## config.mk

```make
export PLATFORM = sky130hd
export DESIGN_NAME = muldiv_ctrl
export DESIGN_NICKNAME = d
export VERILOG_FILES = /design/src/rtl/muldiv_ctrl.sv
export SDC_FILE = /design/constraint.sdc
export NUM_CORES = 1
export LEC_CHECK = 0
export BUFFER_PORTS_ARGS = -buffer_cell sky130_fd_sc_hd__buf_2
export CAP_MARGIN = 20
export CORE_MARGIN = 3
export CORE_UTILIZATION = 35
export CTS_BUF_LIST = sky130_fd_sc_hd__clkbuf_4 sky130_fd_sc_hd__clkbuf_8
export CTS_CLUSTER_DIAMETER = 40
export CTS_CLUSTER_SIZE = 8
export DETAILED_ROUTE_END_ITERATION = 6
export PLACE_DENSITY = 0.58
export SYNTH_ARGS = -nofsm -noshare
export SYNTH_HDL_FRONTEND = slang
export SYNTH_SLANG_ARGS = --single-unit
```

## constraint.sdc

```tcl
create_clock -name clk -period 5.1 [get_ports clk]
set_clock_uncertainty 0.2 [all_clocks]
set_input_delay 0.765 -clock clk [delete_from_list [all_inputs] [get_ports clk]]
set_output_delay 0.765 -clock clk [all_outputs]
set_load 0.005 [all_outputs]
```

## src/rtl/muldiv_ctrl.sv

```systemverilog
// Sequencer between the decode stage and the iterative multiply/divide units.
// Issues start pulses, stalls until done, and owns the HI/LO registers and MFHI/MFLO read path.
module muldiv_ctrl #(
    parameter int unsigned TIMEOUT = 40
) (
    input  logic        clk,
    input  logic        Reset,
    input  logic        i_req,
    input  logic [2:0]  i_op,
    input  logic [31:0] i_rs_val,
    input  logic [31:0] i_rt_val,
    output logic [31:0] o_mult_a,
    output logic [31:0] o_mult_b,
    output logic        o_multControl,
    input  logic        i_multStop,
    input  logic [31:0] i_mult_hi,
    input  logic [31:0] i_mult_lo,
    output logic [31:0] o_div_a,
    output logic [31:0] o_div_b,
    output logic        o_divControl,
    input  logic        i_divStop,
    input  logic [31:0] i_div_hi,
    input  logic [31:0] i_div_lo,
    output logic [31:0] o_hi,
    output logic [31:0] o_lo,
    output logic [31:0] o_rd_data,
    output logic        o_rd_valid,
    output logic        o_stall,
    output logic        o_div0,
    output logic        o_timeout_err
);

    localparam logic [2:0] OpMult = 3'b000;
    localparam logic [2:0] OpDiv  = 3'b001;
    localparam logic [2:0] OpMthi = 3'b010;
    localparam logic [2:0] OpMtlo = 3'b011;
    localparam logic [2:0] OpMfhi = 3'b100;
    localparam logic [2:0] OpMflo = 3'b101;

    localparam int unsigned CntW = $clog2(TIMEOUT + 1);
    localparam logic [CntW-1:0] CntMax = CntW'(TIMEOUT - 1);

    typedef enum logic [2:0] {
        StIdle,
        StStartMul,
        StWaitMul,
        StStartDiv,
        StWaitDiv
    } state_e;

    state_e          r_state;
    logic [CntW-1:0] r_cnt;
    logic [31:0]     r_mult_a, r_mult_b, r_div_a, r_div_b;
    logic [31:0]     r_hi, r_lo, r_rd_data;
    logic            r_multControl, r_divControl, r_rd_valid, r_div0, r_timeout_err;
    logic            w_accept;

    always_ff @(posedge clk) begin
        if (Reset) begin
            r_state       <= StIdle;
            r_cnt         <= '0;
            r_mult_a      <= '0;
            r_mult_b      <= '0;
            r_div_a       <= '0;
            r_div_b       <= '0;
            r_hi          <= '0;
            r_lo          <= '0;
            r_rd_data     <= '0;
            r_multControl <= 1'b0;
            r_divControl  <= 1'b0;
            r_rd_valid    <= 1'b0;
            r_div0        <= 1'b0;
            r_timeout_err <= 1'b0;
        end else begin
            r_multControl <= 1'b0;
            r_divControl  <= 1'b0;
            r_rd_valid    <= 1'b0;
            unique case (r_state)
                StIdle: begin
                    if (i_req) begin
                        case (i_op)
                            OpMult: begin
                                r_mult_a      <= i_rs_val;
                                r_mult_b      <= i_rt_val;
                                r_multControl <= 1'b1;
                                r_state       <= StStartMul;
                            end
                            OpDiv: begin
                                if (i_rt_val == '0) begin
                                    r_div0 <= 1'b1;
                                end else begin
                                    r_div_a      <= i_rs_val;
                                    r_div_b      <= i_rt_val;
                                    r_divControl <= 1'b1;
                                    r_state      <= StStartDiv;
                                end
                            end
                            OpMthi: r_hi <= i_rs_val;
                            OpMtlo: r_lo <= i_rs_val;
                            OpMfhi: begin
                                r_rd_data  <= r_hi;
                                r_rd_valid <= 1'b1;
                            end
                            OpMflo: begin
                                r_rd_data  <= r_lo;
                                r_rd_valid <= 1'b1;
                            end
                            default: ;
                        endcase
                    end
                end
                // Done is not sampled here: it may be stale until the unit sees this start edge.
                StStartMul: begin
                    r_cnt   <= '0;
                    r_state <= StWaitMul;
                end
                StStartDiv: begin
                    r_cnt   <= '0;
                    r_state <= StWaitDiv;
                end
                StWaitMul: begin
                    if (i_multStop) begin
                        r_hi    <= i_mult_hi;
                        r_lo    <= i_mult_lo;
                        r_state <= StIdle;
                    end else if (r_cnt == CntMax) begin
                        r_timeout_err <= 1'b1;
                        r_state       <= StIdle;
                    end else begin
                        r_cnt <= r_cnt + 1'b1;
                    end
                end
                StWaitDiv: begin
                    if (i_divStop) begin
                        r_hi    <= i_div_hi;
                        r_lo    <= i_div_lo;
                        r_state <= StIdle;
                    end else if (r_cnt == CntMax) begin
                        r_timeout_err <= 1'b1;
                        r_state       <= StIdle;
                    end else begin
                        r_cnt <= r_cnt + 1'b1;
                    end
                end
                default: r_state <= StIdle;
            endcase
        end
    end

    // Stall must rise in the acceptance cycle itself so upstream holds the next instruction.
    assign w_accept = i_req && ((i_op == OpMult) || ((i_op == OpDiv) && (i_rt_val != '0)));
    assign o_stall  = (r_state != StIdle) || w_accept;

    assign o_mult_a      = r_mult_a;
    assign o_mult_b      = r_mult_b;
    assign o_multControl = r_multControl;
    assign o_div_a       = r_div_a;
    assign o_div_b       = r_div_b;
    assign o_divControl  = r_divControl;
    assign o_hi          = r_hi;
    assign o_lo          = r_lo;
    assign o_rd_data     = r_rd_data;
    assign o_rd_valid    = r_rd_valid;
    assign o_div0        = r_div0;
    assign o_timeout_err = r_timeout_err;

endmodule
```

==> impl_metrics.tcl <==
set metrics [dict create \
    status "completed" \
    hold_path.class "reg2reg" \
    drc_errors 0 \
    startpoint_type "input pin" \
    vdd.ir_drop.worst_mv 0.168 \
    synth-xor-area-share_pct 0.0793 \
    synth-seq-area-share_pct 43.1 \
    drt_iter0_markers 795 \
    synthDistinctLibCells 51 \
    clockRootBuffer "clkbuf_8" \
    place_inst 2077 \
    avgSynthCellArea_um2 8.15 \
    hold_viol 0 \
    synthSimpleGateAreaFrac_pct 21.8 \
    end_kind "primary output" \
    grt_max_degree 115 \
    die_area_um2 33700 \
    synth_most_common_cell "nand2_1" \
    nets 1928 \
    cts_buffers 43 \
    fmax_mhz 301 \
    synth_top_family_by_area "compound AO/OA/AOI/OAI gates" \
    muxShareOfSynthArea_pct 3.09 \
    core_um2 30800 \
    grt_pass1_vias 10911 \
    cts_resized 0 \
    cts_max_path_buffers 3 \
    cts.htree.levels 2 \
    synthTopCellsByArea "dfxtp_1 43%, nand2_1 9.4%, a21oi_1 6.6%" \
    tightest_slew_ps 1020 \
    rsz0062_at_grt "false" \
    area_growth_syn_to_layout_pct 28.7 \
    start_util_pct 35.8 \
    tns_ps 0 \
    drive_above_1_share_pct 37.3 \
    drt-total-wl_mm 42.8 \
    io_buffer_count 429 \
    syn_nets 1557 \
    wl_per_cell_um 19.9 \
    yosys_warnings 0 \
    relSlewSlack_pct 32.3 \
    dp_hpwl_mm 30.2 \
    final_period_minus_worst_setup_slack_ps 3320 \
    cts_setup_buffers 0 \
    power.leakage_nw 5.84 \
    arrival_ps 2360 \
    grt_util_all_layers_pct 23.9 \
    async_flop_share_pct 0 \
    clkLatencyLatePin_ps 540 \
    slew_violations 0 \
    grt-ovfl-total 0 \
    clock-sinks 238 \
    synth_commonest_cells "276 x nand2_1, 238 x dfxtp_1, 146 x a21oi_1" \
    path_clk_slew_ps 60 \
    ios 430 \
    grt_pass1_wl_mm 64.0 \
    cts_tree "built" \
    synth_top_area_share_pct 43.1 \
    via_count 11527 \
    cap_violations 0 \
    finalNonFillerCells 2151 \
    ys_ff_latch 238 \
    path_max_fanout 4 \
    power_density_nw_per_um2 311 \
    ctsHoldBuffers 0 \
    postRouteAntennaNets 0 \
    finalSetupViolCount 0 \
    firstDrtPassIters 5 \
    fp.dieH_um 184 \
    antenna_found_initial 5 \
    die_w_um 184 \
    synth_fa_ha_area_share_pct 0.113 \
    synth_ff_type "dfxtp_1" \
    row_count 64 \
    place_congestion 0.910 \
    critPathKind "in2out" \
    worstPathRequired_ps 4140 \
    synth_compound_area_share_pct 26.0 \
    netlist_area_um2 11100 \
    synth_edf_count 0 \
    synthCells 1356 \
    vias_per_cell 5.36 \
    finalCritPeriodShare_pct 65.1 \
    yosysTopAreaCell "dfxtp_1" \
]
routing by layer:
| metal | track usage, % | up-vias | wire length (um) |
|---|---|---|---|
| li1 | - | 5517 | - |
| met1 | 31.4 | 5422 | 18200 |
| met2 | 39.4 | 494 | 19700 |
| met3 | 5.24 | 88 | 3510 |
| met4 | 7.35 | 6 | 1270 |
| met5 | 0 | - | 34 |
cells by family (layout without fill, tap and decap cells):
family | after synthesis | count (layout)
AND/OR/NAND/NOR | 519 | 519
AO/OA/AOI/OAI | 438 | 438
flip-flops | 238 | 238
buffers and inverters | 125 | 521
multiplexers | 34 | 34
adder cells (fa/ha/maj) | 1 | 1
XOR/XNOR | 1 | 1
other | 0 | 3
state kept, by name, summed over array words and instances, names as in the netlist:
name	cells
o_rd_valid	1
r_state	3
o_mult_a	32
o_div_b	32
o_hi	32
o_lo	32
r_cnt	6
o_div_a	32
o_mult_b	32
o_div0	1
o_multControl	1
o_divControl	1
o_rd_data	32
o_timeout_err	1
power by group:
part	total (W)	switching [W]	internal (W)	leakage [nW]
Combinational	0.000487	0.000293	0.000194	3.42
Sequential	0.00196	0.0000423	0.00192	1.93
Clock	0.00197	0.000788	0.00119	0.484
Total	0.00442	0.00112	0.00330	5.84
final cells by class:
cell class                 instances  area (um2)
multi-input combinational        993        5670
clock buffer                      57         734
tap                              396         495
clock inverter                    13         196
timing repair buffer             446        2330
inverter                           5        18.8
fill                            3114       16600
sequential                       238        4770
antenna                            3        7.51
critical path, cell delays in order:
cell	delay [ps]
buf_2	120
nor4_1	380
nand4_1	340
nor3_1	380
o21ai_0	160
buf_2	200
worst paths after layout:
| path | start | end | slack [ps] | cells past startpoint |
|---|---|---|---|---|
| max reg2reg | r_state[0] | o_hi[30] | 2030 | 6 |
| min | o_mult_b[27] | o_mult_b[27] | 250 | 2 |
| max | i_rt_val[15] | o_stall | 1780 | 6 |
| min reg2reg | o_mult_b[27] | o_mult_b[27] | 250 | 2 |
through the flow:
step	hold slack, ps	worst slack (ps)	utilization (%)	total power (W)	cell area, um2
after global placement	239	1700	43.0	0.00248	13300
after global routing	266	1630	46.1	0.00461	14200
after floorplan	238	2560	-	0.00223	11100
final	251	1780	46.1	0.00442	14200
after CTS	253	1760	46.0	0.00447	14200
after detailed placement	245	1680	43.0	0.00248	13300
cells in the final DEF, fill, tap and decap left out, drive strengths merged, types with 4 or more instances in the layout:
| cell type | count |
|---|---|
| a211o | 16 |
| a211oi | 32 |
| a21oi | 196 |
| a311oi | 4 |
| buf | 446 |
| bufinv | 5 |
| clkbuf | 57 |
| clkinv | 5 |
| dfxtp | 238 |
| inv | 6 |
| mux2i | 33 |
| nand2 | 326 |
| nand2b | 57 |
| nand3 | 53 |
| nor2 | 50 |
| nor3 | 4 |
| nor4 | 9 |
| o211ai | 49 |
| o21ai | 70 |
| o22ai | 65 |
No activity file was read; power rests on OpenSTA's default activity.
